[src/rtl/caf_pkg.sv]
// Shared constants for the CAF lag-sweep sequencer: FSM state encoding and buffer read latency.
package caf_pkg;

  localparam int STATE_BITS = 3;

  localparam logic [STATE_BITS-1:0] S_IDLE   = 3'd0;
  localparam logic [STATE_BITS-1:0] S_ISSUE  = 3'd1;
  localparam logic [STATE_BITS-1:0] S_DRAIN  = 3'd2;
  localparam logic [STATE_BITS-1:0] S_OUTPUT = 3'd3;
  localparam logic [STATE_BITS-1:0] S_DONE   = 3'd4;

  // Sample RAMs return data this many cycles after rd_en.
  localparam int RD_LAT = 1;

endpackage

[src/rtl/caf_shift_sched_if.sv]
// Bundle of control, buffer-read, engine and result-stream signals around the lag sequencer.
interface caf_shift_sched_if #(
  parameter int ADDR_BITS  = 4,
  parameter int I_BITS     = 24,
  parameter int Q_BITS     = 24,
  parameter int SHIFT_BITS = 3
);
  logic                  start;
  logic                  busy;
  logic                  done;
  logic                  rd_en;
  logic [ADDR_BITS-1:0]  ref_addr;
  logic [ADDR_BITS-1:0]  rx_addr;
  logic                  dp_x_tvalid;
  logic                  dp_y_tvalid;
  logic                  dp_tready;
  logic                  dp_tvalid;
  logic [I_BITS-1:0]     dp_i;
  logic [Q_BITS-1:0]     dp_q;
  logic                  out_tvalid;
  logic                  out_tready;
  logic [I_BITS-1:0]     out_i;
  logic [Q_BITS-1:0]     out_q;
  logic [SHIFT_BITS-1:0] out_shift;
  logic                  out_tlast;

  modport master (
    input  start, dp_tvalid, dp_i, dp_q, out_tready,
    output busy, done, rd_en, ref_addr, rx_addr,
           dp_x_tvalid, dp_y_tvalid, dp_tready,
           out_tvalid, out_i, out_q, out_shift, out_tlast
  );

  modport slave (
    output start, dp_tvalid, dp_i, dp_q, out_tready,
    input  busy, done, rd_en, ref_addr, rx_addr,
           dp_x_tvalid, dp_y_tvalid, dp_tready,
           out_tvalid, out_i, out_q, out_shift, out_tlast
  );
endinterface

[src/rtl/caf_addr_gen.sv]
// Sample and lag counters for the sweep; produces the paired ref/rx buffer read addresses.
module caf_addr_gen
  import caf_pkg::*;
#(
  parameter int LENGTH     = 5,
  parameter int LEN_BITS   = 3,
  parameter int NUM_SHIFTS = 8,
  parameter int SHIFT_BITS = 3,
  parameter int ADDR_BITS  = 4
) (
  input  logic                  clk,
  input  logic                  rst_n,
  input  logic                  clr_i,
  input  logic                  issue_i,
  input  logic                  lag_inc_i,
  output logic                  rd_en_o,
  output logic [ADDR_BITS-1:0]  ref_addr_o,
  output logic [ADDR_BITS-1:0]  rx_addr_o,
  output logic [SHIFT_BITS-1:0] lag_o,
  output logic                  smp_last_o,
  output logic                  lag_last_o
);

  logic [LEN_BITS-1:0]   smp_q, smp_d;
  logic [SHIFT_BITS-1:0] lag_q, lag_d;

  assign smp_last_o = (smp_q == LEN_BITS'(LENGTH - 1));
  assign lag_last_o = (lag_q == SHIFT_BITS'(NUM_SHIFTS - 1));
  assign lag_o      = lag_q;
  assign rd_en_o    = issue_i;

  // Addresses are forced to zero outside the issue window so idle outputs stay quiet.
  assign ref_addr_o = issue_i ? ADDR_BITS'(smp_q) : '0;
  assign rx_addr_o  = issue_i ? ADDR_BITS'(lag_q) + ADDR_BITS'(smp_q) : '0;

  always_comb begin
    smp_d = smp_q;
    lag_d = lag_q;
    if (clr_i) begin
      smp_d = '0;
      lag_d = '0;
    end else begin
      if (issue_i) smp_d = smp_last_o ? '0 : smp_q + LEN_BITS'(1);
      if (lag_inc_i) lag_d = lag_q + SHIFT_BITS'(1);
    end
  end

  always_ff @(posedge clk or negedge rst_n) begin
    if (!rst_n) begin
      smp_q <= '0;
      lag_q <= '0;
    end else begin
      smp_q <= smp_d;
      lag_q <= lag_d;
    end
  end

endmodule

[src/rtl/caf_shift_sched.sv]
// Lag-sweep sequencer for the complex dot-product engine; one tagged result per lag.
//   state  | meaning
//   IDLE   | waiting for start
//   ISSUE  | LENGTH buffer reads for the current lag
//   DRAIN  | engine flushing, wait for its result
//   OUTPUT | result held on the stream until accepted
//   DONE   | one-cycle completion pulse
module caf_shift_sched
  import caf_pkg::*;
#(
  parameter int LENGTH     = 5,
  parameter int LEN_BITS   = 3,
  parameter int NUM_SHIFTS = 8,
  parameter int SHIFT_BITS = 3,
  parameter int ADDR_BITS  = 4,
  parameter int I_BITS     = 24,
  parameter int Q_BITS     = 24
) (
  input logic               clk,
  input logic               rst_n,
  caf_shift_sched_if.master bus
);

  logic [STATE_BITS-1:0] state_q, state_d;
  logic                  clr, lag_inc, smp_last, lag_last, rd_en, issue;
  logic                  capture, handshake;
  logic [SHIFT_BITS-1:0] lag;
  logic [RD_LAT-1:0]     vld_pipe_q;
  logic                  out_tvalid_q;
  logic [I_BITS-1:0]     out_i_q;
  logic [Q_BITS-1:0]     out_q_q;
  logic [SHIFT_BITS-1:0] out_shift_q;

  assign issue     = (state_q == S_ISSUE);
  assign capture   = (state_q == S_DRAIN) && bus.dp_tvalid;
  assign handshake = (state_q == S_OUTPUT) && bus.out_tready;

  caf_addr_gen #(
    .LENGTH     (LENGTH),
    .LEN_BITS   (LEN_BITS),
    .NUM_SHIFTS (NUM_SHIFTS),
    .SHIFT_BITS (SHIFT_BITS),
    .ADDR_BITS  (ADDR_BITS)
  ) u_addr_gen (
    .clk        (clk),
    .rst_n      (rst_n),
    .clr_i      (clr),
    .issue_i    (issue),
    .lag_inc_i  (lag_inc),
    .rd_en_o    (rd_en),
    .ref_addr_o (bus.ref_addr),
    .rx_addr_o  (bus.rx_addr),
    .lag_o      (lag),
    .smp_last_o (smp_last),
    .lag_last_o (lag_last)
  );

  always_comb begin
    state_d = state_q;
    clr     = 1'b0;
    lag_inc = 1'b0;
    case (state_q)
      S_IDLE: begin
        if (bus.start) begin
          state_d = S_ISSUE;
          clr     = 1'b1;
        end
      end
      S_ISSUE:  if (smp_last) state_d = S_DRAIN;
      S_DRAIN:  if (bus.dp_tvalid) state_d = S_OUTPUT;
      S_OUTPUT: begin
        if (bus.out_tready) begin
          if (lag_last) begin
            state_d = S_DONE;
          end else begin
            state_d = S_ISSUE;
            lag_inc = 1'b1;
          end
        end
      end
      S_DONE:   state_d = S_IDLE;
      default:  state_d = S_IDLE;
    endcase
  end

  always_ff @(posedge clk or negedge rst_n) begin
    if (!rst_n) begin
      state_q      <= S_IDLE;
      vld_pipe_q   <= '0;
      out_tvalid_q <= 1'b0;
      out_i_q      <= '0;
      out_q_q      <= '0;
      out_shift_q  <= '0;
    end else begin
      state_q    <= state_d;
      vld_pipe_q <= (vld_pipe_q << 1) | RD_LAT'(rd_en);
      if (capture) begin
        out_i_q      <= bus.dp_i;
        out_q_q      <= bus.dp_q;
        out_shift_q  <= lag;
        out_tvalid_q <= 1'b1;
      end else if (handshake) begin
        out_tvalid_q <= 1'b0;
      end
    end
  end

  // Engine only advances while samples are in flight, so a stalled result never overruns it.
  assign bus.dp_tready   = issue || (state_q == S_DRAIN);
  assign bus.rd_en       = rd_en;
  assign bus.dp_x_tvalid = vld_pipe_q[RD_LAT-1];
  assign bus.dp_y_tvalid = vld_pipe_q[RD_LAT-1];
  assign bus.busy        = (state_q != S_IDLE);
  assign bus.done        = (state_q == S_DONE);
  assign bus.out_tvalid  = out_tvalid_q;
  assign bus.out_i       = out_i_q;
  assign bus.out_q       = out_q_q;
  assign bus.out_shift   = out_shift_q;
  assign bus.out_tlast   = out_tvalid_q && (out_shift_q == SHIFT_BITS'(NUM_SHIFTS - 1));

endmodule

[src/flat_wrapper.sv]
// flat-port wrapper written by rule: the top's interface ports become plain ports
module caf_shift_sched_flat import caf_pkg::*;
#(
  parameter int LENGTH     = 5,
  parameter int LEN_BITS   = 3,
  parameter int NUM_SHIFTS = 8,
  parameter int SHIFT_BITS = 3,
  parameter int ADDR_BITS  = 4,
  parameter int I_BITS     = 24,
  parameter int Q_BITS     = 24
)
  (clk, rst_n, bus_start, bus_dp_tvalid, bus_dp_i, bus_dp_q, bus_out_tready, bus_busy, bus_done, bus_rd_en, bus_ref_addr, bus_rx_addr, bus_dp_x_tvalid, bus_dp_y_tvalid, bus_dp_tready, bus_out_tvalid, bus_out_i, bus_out_q, bus_out_shift, bus_out_tlast);
  caf_shift_sched_if #(.ADDR_BITS(ADDR_BITS), .I_BITS(I_BITS), .Q_BITS(Q_BITS), .SHIFT_BITS(SHIFT_BITS)) bus_i ();
  input logic clk;
  input logic rst_n;
  input wire logic [$bits(bus_i.start)-1:0] bus_start;
  input wire logic [$bits(bus_i.dp_tvalid)-1:0] bus_dp_tvalid;
  input wire logic [$bits(bus_i.dp_i)-1:0] bus_dp_i;
  input wire logic [$bits(bus_i.dp_q)-1:0] bus_dp_q;
  input wire logic [$bits(bus_i.out_tready)-1:0] bus_out_tready;
  output wire logic [$bits(bus_i.busy)-1:0] bus_busy;
  output wire logic [$bits(bus_i.done)-1:0] bus_done;
  output wire logic [$bits(bus_i.rd_en)-1:0] bus_rd_en;
  output wire logic [$bits(bus_i.ref_addr)-1:0] bus_ref_addr;
  output wire logic [$bits(bus_i.rx_addr)-1:0] bus_rx_addr;
  output wire logic [$bits(bus_i.dp_x_tvalid)-1:0] bus_dp_x_tvalid;
  output wire logic [$bits(bus_i.dp_y_tvalid)-1:0] bus_dp_y_tvalid;
  output wire logic [$bits(bus_i.dp_tready)-1:0] bus_dp_tready;
  output wire logic [$bits(bus_i.out_tvalid)-1:0] bus_out_tvalid;
  output wire logic [$bits(bus_i.out_i)-1:0] bus_out_i;
  output wire logic [$bits(bus_i.out_q)-1:0] bus_out_q;
  output wire logic [$bits(bus_i.out_shift)-1:0] bus_out_shift;
  output wire logic [$bits(bus_i.out_tlast)-1:0] bus_out_tlast;
  assign bus_i.start = bus_start;
  assign bus_i.dp_tvalid = bus_dp_tvalid;
  assign bus_i.dp_i = bus_dp_i;
  assign bus_i.dp_q = bus_dp_q;
  assign bus_i.out_tready = bus_out_tready;
  assign bus_busy = bus_i.busy;
  assign bus_done = bus_i.done;
  assign bus_rd_en = bus_i.rd_en;
  assign bus_ref_addr = bus_i.ref_addr;
  assign bus_rx_addr = bus_i.rx_addr;
  assign bus_dp_x_tvalid = bus_i.dp_x_tvalid;
  assign bus_dp_y_tvalid = bus_i.dp_y_tvalid;
  assign bus_dp_tready = bus_i.dp_tready;
  assign bus_out_tvalid = bus_i.out_tvalid;
  assign bus_out_i = bus_i.out_i;
  assign bus_out_q = bus_i.out_q;
  assign bus_out_shift = bus_i.out_shift;
  assign bus_out_tlast = bus_i.out_tlast;
  caf_shift_sched #(.LENGTH(LENGTH), .LEN_BITS(LEN_BITS), .NUM_SHIFTS(NUM_SHIFTS), .SHIFT_BITS(SHIFT_BITS), .ADDR_BITS(ADDR_BITS), .I_BITS(I_BITS), .Q_BITS(Q_BITS)) u_core (.clk(clk), .rst_n(rst_n), .bus(bus_i));
endmodule
[config.mk]
export PLATFORM = sky130hd
export DESIGN_NAME = caf_shift_sched_flat
export DESIGN_NICKNAME = d
export VERILOG_FILES = /design/src/rtl/caf_pkg.sv /design/src/rtl/caf_shift_sched_if.sv /design/src/rtl/caf_addr_gen.sv /design/src/rtl/caf_shift_sched.sv /design/src/flat_wrapper.sv
export SDC_FILE = /design/constraint.sdc
export NUM_CORES = 1
export LEC_CHECK = 0
export CAP_MARGIN = 25
export CORE_AREA = 2 2 102 104
export DETAILED_ROUTE_END_ITERATION = 10
export DIE_AREA = 0 0 104 106
export DONT_BUFFER_PORTS = 1
export SYNTH_ARGS = -nofsm -noshare
export SYNTH_HDL_FRONTEND = slang
export SYNTH_HIERARCHICAL = 1
export SYNTH_SLANG_ARGS = --single-unit
[constraint.sdc]
create_clock -name clk -period 3.77 [get_ports clk]
set_input_delay 0.9425 -clock clk [delete_from_list [all_inputs] [get_ports clk]]
set_output_delay 0.9425 -clock clk [all_outputs]
set_load 0.005 [all_outputs]
### Word level (Yosys, flattened, before mapping)

Cells that the tools add are included.

| storage, ports and cells | value |
|---|---|
| bits in registers | 62 |
| input port bits | 53 |
| output and inout port bits | 67 |
| logic and storage cells | 52 |

| operators by class | value |
|---|---|
| $add $sub $neg | 3 |
| equal/unequal tests | 11 |
| multiplexer cells | 20 |
| reductions and logical operators | 10 |

Operators by type and width:

| kind | number |
|---|---|
| 3-bit two-way mux | 11 |
| 3-bit equality test, second input constant | 4 |
| 3-bit one-hot mux with 4 select lines | 1 |
| 2-bit inequality test, second input constant | 4 |
| 1-bit two-way mux | 7 |
| 3-bit by 1-bit adder with 3-bit output, second input constant | 2 |
| 3-bit by 2-bit equality test with 1-bit output, second input constant | 2 |
| 2-bit nonzero test | 3 |
| 3-bit by 3-bit adder with 4-bit output | 1 |
| 4-bit two-way mux | 1 |
| 4-bit AND reduction | 1 |
| 3-bit by 1-bit equality test with 1-bit output, second input constant | 1 |
| 1-bit logical AND | 3 |
| 3-bit logical NOT | 1 |
| 3-bit nonzero test | 1 |
| 1-bit logical OR | 1 |

### Logic depth before layout (Yosys ltp)

Gate-level depths: netlist of run 1.

| depth | value |
|---|---|
| depth after elaboration | 6 |
| depth in mapped cells | 5 |
| gate-level depth less buffers | 5 |

### By module

The synthesis of run 1 kept the hierarchy.

By module, submodules not included:

| module | times used | cells an instance | area an instance (um^2) | sequential area each (um^2) |
|---|---|---|---|---|
| caf_shift_sched | 1 | 141 | 2,458.6 | 1,401.3 |
| caf_addr_gen | 1 | 46 | 457.9 | 150.1 |

### Worst setup path before layout of run 1

OpenSTA, ideal clock, no wires.

| timing path | value |
|---|---|
| path kind | register -> output |
| start point | register u_core.u_addr_gen.lag_q[0] (netlist: u_core/u_addr_gen/lag_o[0]) |
| end point | output port bus_rx_addr[2] |
| arrival time | 1.301 ns |
| data required time | 2.828 ns |
| path slack | 1.527 ns |
| cell stages (with the launch flop) | 5 |
| path buffers | 0 |
| path through | dfrtp_1 -> ha_1 -> fa_1 -> xor2_1 -> and2_1 |

| on the way | value |
|---|---|
| longest elaborated chain between the ends | 2 |

Ends and longest elaborated chain:

| what | RTL line | text |
|---|---|---|
| start, declared | caf_addr_gen.sv:25 | `logic [SHIFT_BITS-1:0] lag_q, lag_d;` |
| start signal, assigned | caf_addr_gen.sv:54 | `lag_q <= lag_d;` |
| 3-bit by 3-bit adder with 4-bit output | caf_addr_gen.sv:34 | `assign rx_addr_o = issue_i ? ADDR_BITS'(lag_q) + ADDR_BITS'(smp_q) : '0;` |
| 4-bit two-way mux | caf_addr_gen.sv:34 |  |
| end, declared | flat_wrapper.sv:25 | `output wire logic [$bits(bus_i.rx_addr)-1:0] bus_rx_addr;` |

Every way passes these cells.

### Worst setup path after layout of run 1

| timing path | value |
|---|---|
| start point | register u_core.u_addr_gen.smp_q[0] |
| end point | output port bus_rx_addr[2] |

| on the way | value |
|---|---|
| longest elaborated chain between the ends | 2 |

Ends and longest elaborated chain:

| what | RTL line | text |
|---|---|---|
| start, declared | caf_addr_gen.sv:24 | `logic [LEN_BITS-1:0] smp_q, smp_d;` |
| start signal, assigned | caf_addr_gen.sv:53 | `smp_q <= smp_d;` |
| 3-bit by 3-bit adder with 4-bit output | caf_addr_gen.sv:34 |  |
| 4-bit two-way mux | caf_addr_gen.sv:34 |  |

Every way passes these cells.

==> results of run 1 <==
-- final timing paths --
kind                                       startpoint              endpoint  slack (ns)  depth (start not counted)
hold reg to reg                  u_core/bus.out_i[18]  u_core/bus.out_i[18]        0.54                          1
min in group clk                 u_core/bus.out_i[18]  u_core/bus.out_i[18]        0.54                          1
setup reg to reg                    u_core/state_q[0]   u_core/bus.out_i[3]        1.85                          3
max in group asynchronous                       rst_n  u_core/bus.out_q[20]        3.38                          0
hold / removal                                  rst_n  u_core/bus.out_i[21]        0.30                          0
setup / recovery           u_core/u_addr_gen/smp_q[0]        bus_rx_addr[2]        1.12                          4
-- worst max-delay path: stages, from the launching register on --
cell and delay, ns:
dfrtp_1 0.44, ha_1 0.23, fa_1 0.38, xor2_1 0.17, and2_1 0.16
-- synthesized netlist by cell type --
master,instances,area (um^2)
a32o_1,1,10.0
buf_4,4,30.0
fa_1,1,20.0
and2_1,7,43.8
clkbuf_1,2,7.51
ha_1,7,87.6
o21ai_1,1,5.00
dfrtp_1,62,1550
nor4bb_2,1,16.3
a211oi_2,1,12.5
nand3_1,1,5.00
a21oi_1,4,20.0
a21bo_2,1,10.0
xnor2_1,2,17.5
and4_1,1,8.76
or2_1,1,6.26
nand3b_1,1,7.51
nand2_1,3,11.3
mux2_2,3,33.8
inv_1,4,15.0
and2b_1,1,7.51
nor3_1,2,10.0
mux2i_1,4,40.0
nand2b_1,2,12.5
nor2_1,8,30.0
a21boi_0,1,7.51
mux2_4,49,736
buf_12,5,100
or3_1,1,6.26
conb_1,1,3.75
a211o_1,1,8.76
nor3b_1,2,15.0
buf_6,1,11.3
xor2_1,1,8.76
-- registers in the layout, summed over array words and instances (netlist names) --
name / cells
u_core/u_addr_gen/smp_q: 3
u_core/bus.out_shift: 3
u_core/u_addr_gen/lag_o: 3
u_core/bus.out_q: 24
u_core/state_q: 3
u_core/bus.out_tvalid: 1
u_core/bus.out_i: 24
u_core/bus.dp_x_tvalid: 1
-- routing by layer --
metal  routed length, um  vias to the layer above  global-route usage (%)
met5                   0                        -                       0
met4                  70                        0                    4.92
met3                 478                        5                    5.03
met2                2440                       72                    15.3
met1                2290                      743                    12.7
li1                    -                      641                       -
-- final cells by class --
class | instances | area (um^2)
fill | 1016 | 6860
sequential | 62 | 1550
multi-input combinational | 109 | 1210
tap | 136 | 170
clock buffer | 10 | 138
clock inverter | 6 | 37.5
timing repair buffer | 3 | 22.5
inverter | 4 | 15.0
-- cells by family (layout without fill, tap and decap cells) --
kind of cell               Yosys count  after routing  share of synthesized area, %
and+or+nand+nor                     31             31                          6.18
adders and majority gates            8              8                          3.69
xor gates and xnor gates             3              3                         0.901
AOI/OAI and AO/OA                   10             10                          2.53
other                                1              1                         0.129
DFF                                 62             62                          53.2
muxes                               56             56                          27.8
buffers and inverters               16             23                          5.62
-- report_power, final --
group / internal, uW / switching (uW) / total [uW]
sequential: 979 / 295 / 1270
combinational: 519 / 255 / 774
clock: 252 / 259 / 512
total: 1750 / 810 / 2560
-- per-stage QoR --
step                      hold slack [ns]  area, um^2  utilization [%]  setup WS [ns]  power [uW]
final                               0.298        3140             31.4           1.12        2560
after global routing                0.255        3140             31.4           1.01        2770
after CTS                           0.259        3140             31.4           1.07        2610
after detailed placement            0.523        2970             29.7           1.47        2060
after global placement              0.524        2970             29.7           1.49        2050
after floorplan                     0.505        2920                -           1.53        1930
==> impl_metrics.yaml, run 1 <==
outcome:
  outcome: "completed"
sta:
  hold_violations: 0
  fin_tns_setup_ns: 0
  slew_headroom_pct: 61.0
  finalSetupViolCount: 0
  rsz0062_at_grt: "no"
  slew_viol_final: 0
  max_freq_ghz: 0.377
  period_share_pct: 70.4
  worst_pin_slew_ns: 0.581
  finalClockSkew_ns: 0.00952
  min_period_ns: 2.65
cts:
  postCtsHoldBufs: 0
  cts_resized: 0
  post_cts_buffers: 0
  cts_sinks: 62
  clkTransAtPathRegs_ns: 0.07
  insertion_delay_ns: 0.33
  clock-root-buffer: "clkbuf_8"
  numCtsBuffers: 9
  cts_tree: "done"
  cts-htree-levels: 3
  clk_path_buf_depth: 2
critical_path:
  crit_arrival_ns: 1.71
  path_max_fanout: 6
  crit_type: "flop to primary output"
  worst_ep_required_time_ns: 2.83
  start_kind: "flop"
  endpoint_kind: "primary output"
floorplan:
  die_w_um: 104
  core-area_mm2: 0.0100
  pin_count: 120
  rows: 37
  dieArea_mm2: 0.0110
  die_h_um: 106
  start_util_pct: 29.2
synth:
  synth.distinct_cells: 34
  synthCells: 187
  ys_ff_latch: 62
  syn-cell-area_mm2: 0.00292
  synth_nets: 248
  syn_area_per_cell_um2: 15.6
  ys_seq_area_share_pct: 53.2
  yosys_warnings: 6
layout:
  layout.cells.most_common: "dfrtp_1"
  mostFrequentLayoutCells: "dfrtp_1 (62), mux2_4 (49), clkbuf_8 (10), nor2_1 (8)"
  final_net_count: 250
  antenna_cells: 0
  post_route_cells_drive_above_1_share_pct: 38.1
  fin_cells: 330
  synthToLayoutAreaGrowth_pct: 7.81
routing:
  vias: 1461
  via_per_inst: 4.43
  routed_wl_um: 5280
  drtIter0Drc: 77
  routedWlPerCell_um: 16.0
  drt_pre_antenna_iters: 4
  drc: 0
  ant_nets: 0
place:
  dp_hpwl_um: 3640
  place_inst: 314
  routabilityCongestion: 0.689
  port_buffers: 0
power_and_ir_drop:
  max-vdd-ir-drop_uv: 287
  power_leakage_uw: 0.00141
  power.density_mw_per_mm2: 814
global_route:
  grt_remaining_overflow: 0
  grt_max_degree: 63
  grtUsageTotal_pct: 10.4
  grt_pass1_vias: 1577
  grt_pass1_wl_um: 8840
  grt_antenna_before_repair: 0
worst_hold_path:
  hp-class: "input port to async pin"
flow_run:
  maxCapViolCount: 0
Note: power is estimated with default switching activity, not from simulation.
==> inputs of run 2 (changes only) <==
==> constraint.sdc (replaced) <==
create_clock -name clk -period 2.25 [get_ports clk]
set_input_delay 0.5625 -clock clk [delete_from_list [all_inputs] [get_ports clk]]
set_output_delay 0.5625 -clock clk [all_outputs]
set_load 0.005 [all_outputs]
==> run 2 against run 1 <==
Via count is 2.2% higher; clock-buffer cell count is 1 lower; combinational power is 82% higher; sequential power is 67% higher; global-route usage is 0.083 points lower; power is 89% higher; clock power grew to 2.6 times the previous value; sequential cell count stayed put; sequential share of layout area is 2.6 points lower; design area is 5.6% higher; first-iteration DRC count is 35% lower; register-to-register slack worse by 1.5 ns; highest routed layer unchanged.
==> impl_metrics.yaml, run 2 (synthesis results as in run 1) <==
outcome:
  outcome: "completed"
sta:
  worst_pin_slew_ns: 0.546
  slew_viol_final: 0
  slew_headroom_pct: 63.3
  period_share_pct: 95.5
  min_period_ns: 2.15
  holdWs_ns: 0.0958
  fin_tns_setup_ns: 0
  hold_violations: 0
  rsz0062_at_grt: "no"
  finalClockSkew_ns: 0.0108
  max_freq_ghz: 0.465
  finalSetupViolCount: 0
  setup_ws_ns: 0.101
routing:
  via_per_inst: 4.46
  drc: 0
  routed_wl_um: 5370
  drt_pre_antenna_iters: 4
  vias: 1493
  routedWlPerCell_um: 16.0
  ant_nets: 0
  drtIter0Drc: 50
place:
  port_buffers: 0
  dp_hpwl_um: 3640
  post-place-ws_ns: 0.334
  routabilityCongestion: 0.719
floorplan:
  core-area_mm2: 0.0100
  die_w_um: 104
  dieArea_mm2: 0.0110
  start_util_pct: 29.2
  rows: 37
  die_h_um: 106
  pin_count: 120
critical_path:
  crit_arrival_ns: 1.59
  start_kind: "flop"
  crit_type: "flop to primary output"
  path_max_fanout: 2
  worst_ep_required_time_ns: 1.69
  r2r_start: "u_core/u_addr_gen/lag_o[0]"
  endpoint_kind: "primary output"
  critPathLaunch: "u_core/u_addr_gen/lag_o[0]"
cts:
  clk_path_buf_depth: 2
  cts_sinks: 62
  insertion_delay_ns: 0.33
  clkTransAtPathRegs_ns: 0.07
  cts-htree-levels: 3
  cts_tree: "done"
  numCtsBuffers: 9
  clock-root-buffer: "clkbuf_8"
power_and_ir_drop:
  max-vdd-ir-drop_uv: 480
  power.density_mw_per_mm2: 1460
  power_leakage_uw: 0.00149
global_route:
  grt_remaining_overflow: 0
  grt_max_degree: 63
  grtUsageTotal_pct: 10.3
  grt_pass1_vias: 1584
  grt_antenna_before_repair: 0
  grt_pass1_wl_um: 8870
layout:
  antenna_cells: 0
  mostFrequentLayoutCells: "dfrtp_1 (61), mux2_4 (49), clkbuf_8 (9), nor2_1 (8), and2_1 (7)"
  final_net_count: 255
  synthToLayoutAreaGrowth_pct: 13.9
  layout.cells.most_common: "dfrtp_1"
  post_route_cells_drive_above_1_share_pct: 41.7
flow_run:
  maxCapViolCount: 0
worst_hold_path:
  hp-class: "input port to async pin"
## run 2: cell types whose count changed in the layout (fill, tap and decap cells not counted), moves of 3 or more
cell | before | now
clkinvlp_4 | 3 | 0
bufinv_16 | 0 | 4
buf_4 | 3 | 6
clkinv_2 | 3 | 0
clkinv_4 | 0 | 3
## run 2: critical path: stages, from the launching register on
cell and delay (ns):
dfrtp_1 0.40, ha_2 0.20, fa_2 0.33, xor2_1 0.16
and2_1 0.16
## run 2: timing repair
action / 4_1_cts / 5_1_grt
endpoints found under the setup margin: 2 / 2
pin swaps: 0 / 0
hold buffers: 1 / 0
setup buffers: 2 / 0
resized for setup: 2 / 2
endpoints found under the hold margin: 62 / 0
## run 2: through the flow
| step | util, % | cell area [um^2] | std cells | power [uW] |
|---|---|---|---|---|
| global route | 33.2 | 3320 | 335 | 5170 |
| CTS | 33.2 | 3320 | 335 | 4920 |
| global placement | 30.0 | 3000 | 316 | 3470 |
| floorplan | - | 2920 | 187 | 3240 |
| finish | 33.2 | 3320 | 335 | 4850 |
| detailed placement | 30.0 | 3000 | 316 | 3490 |
## run 2: power breakdown
group / internal (uW) / switching, uW / leakage [uW]
logic: 927 / 486 / 0.000598
clock network: 853 / 459 / 0.000134
registers: 1640 / 478 / 0.000760
## run 2: cell type report
class	instances	area (um^2)
multi-input cells	109	1220
repair buffers	8	92.6
well taps	136	170
fillers	999	6680
clock buffers	9	124
inverters	4	15.0
clock inverters	7	146
flip-flops and latches	62	1550
## run 2: path summary, 6_finish.rpt
check | to | slack, ns | cells past startpoint
max in group asynchronous | u_core/state_q[1] | 1.89 | 1
min in group clk | u_core/bus.out_q[11] | 0.36 | 1
worst min-delay path | u_core/bus.out_i[6] | 0.1 | 1
worst max register to register | u_core/u_addr_gen/lag_o[2] | 0.37 | 6
worst max-delay path | bus_rx_addr[2] | 0.10 | 4
worst min register to register | u_core/bus.out_i[18] | 0.54 | 1
## run 2: routing by layer
layer	track usage, %	vias up	wire, um
li1	-	661	-
met1	12.5	751	2280
met2	15.2	69	2480
met3	5.70	12	507
met4	4.05	0	95
met5	0	-	0
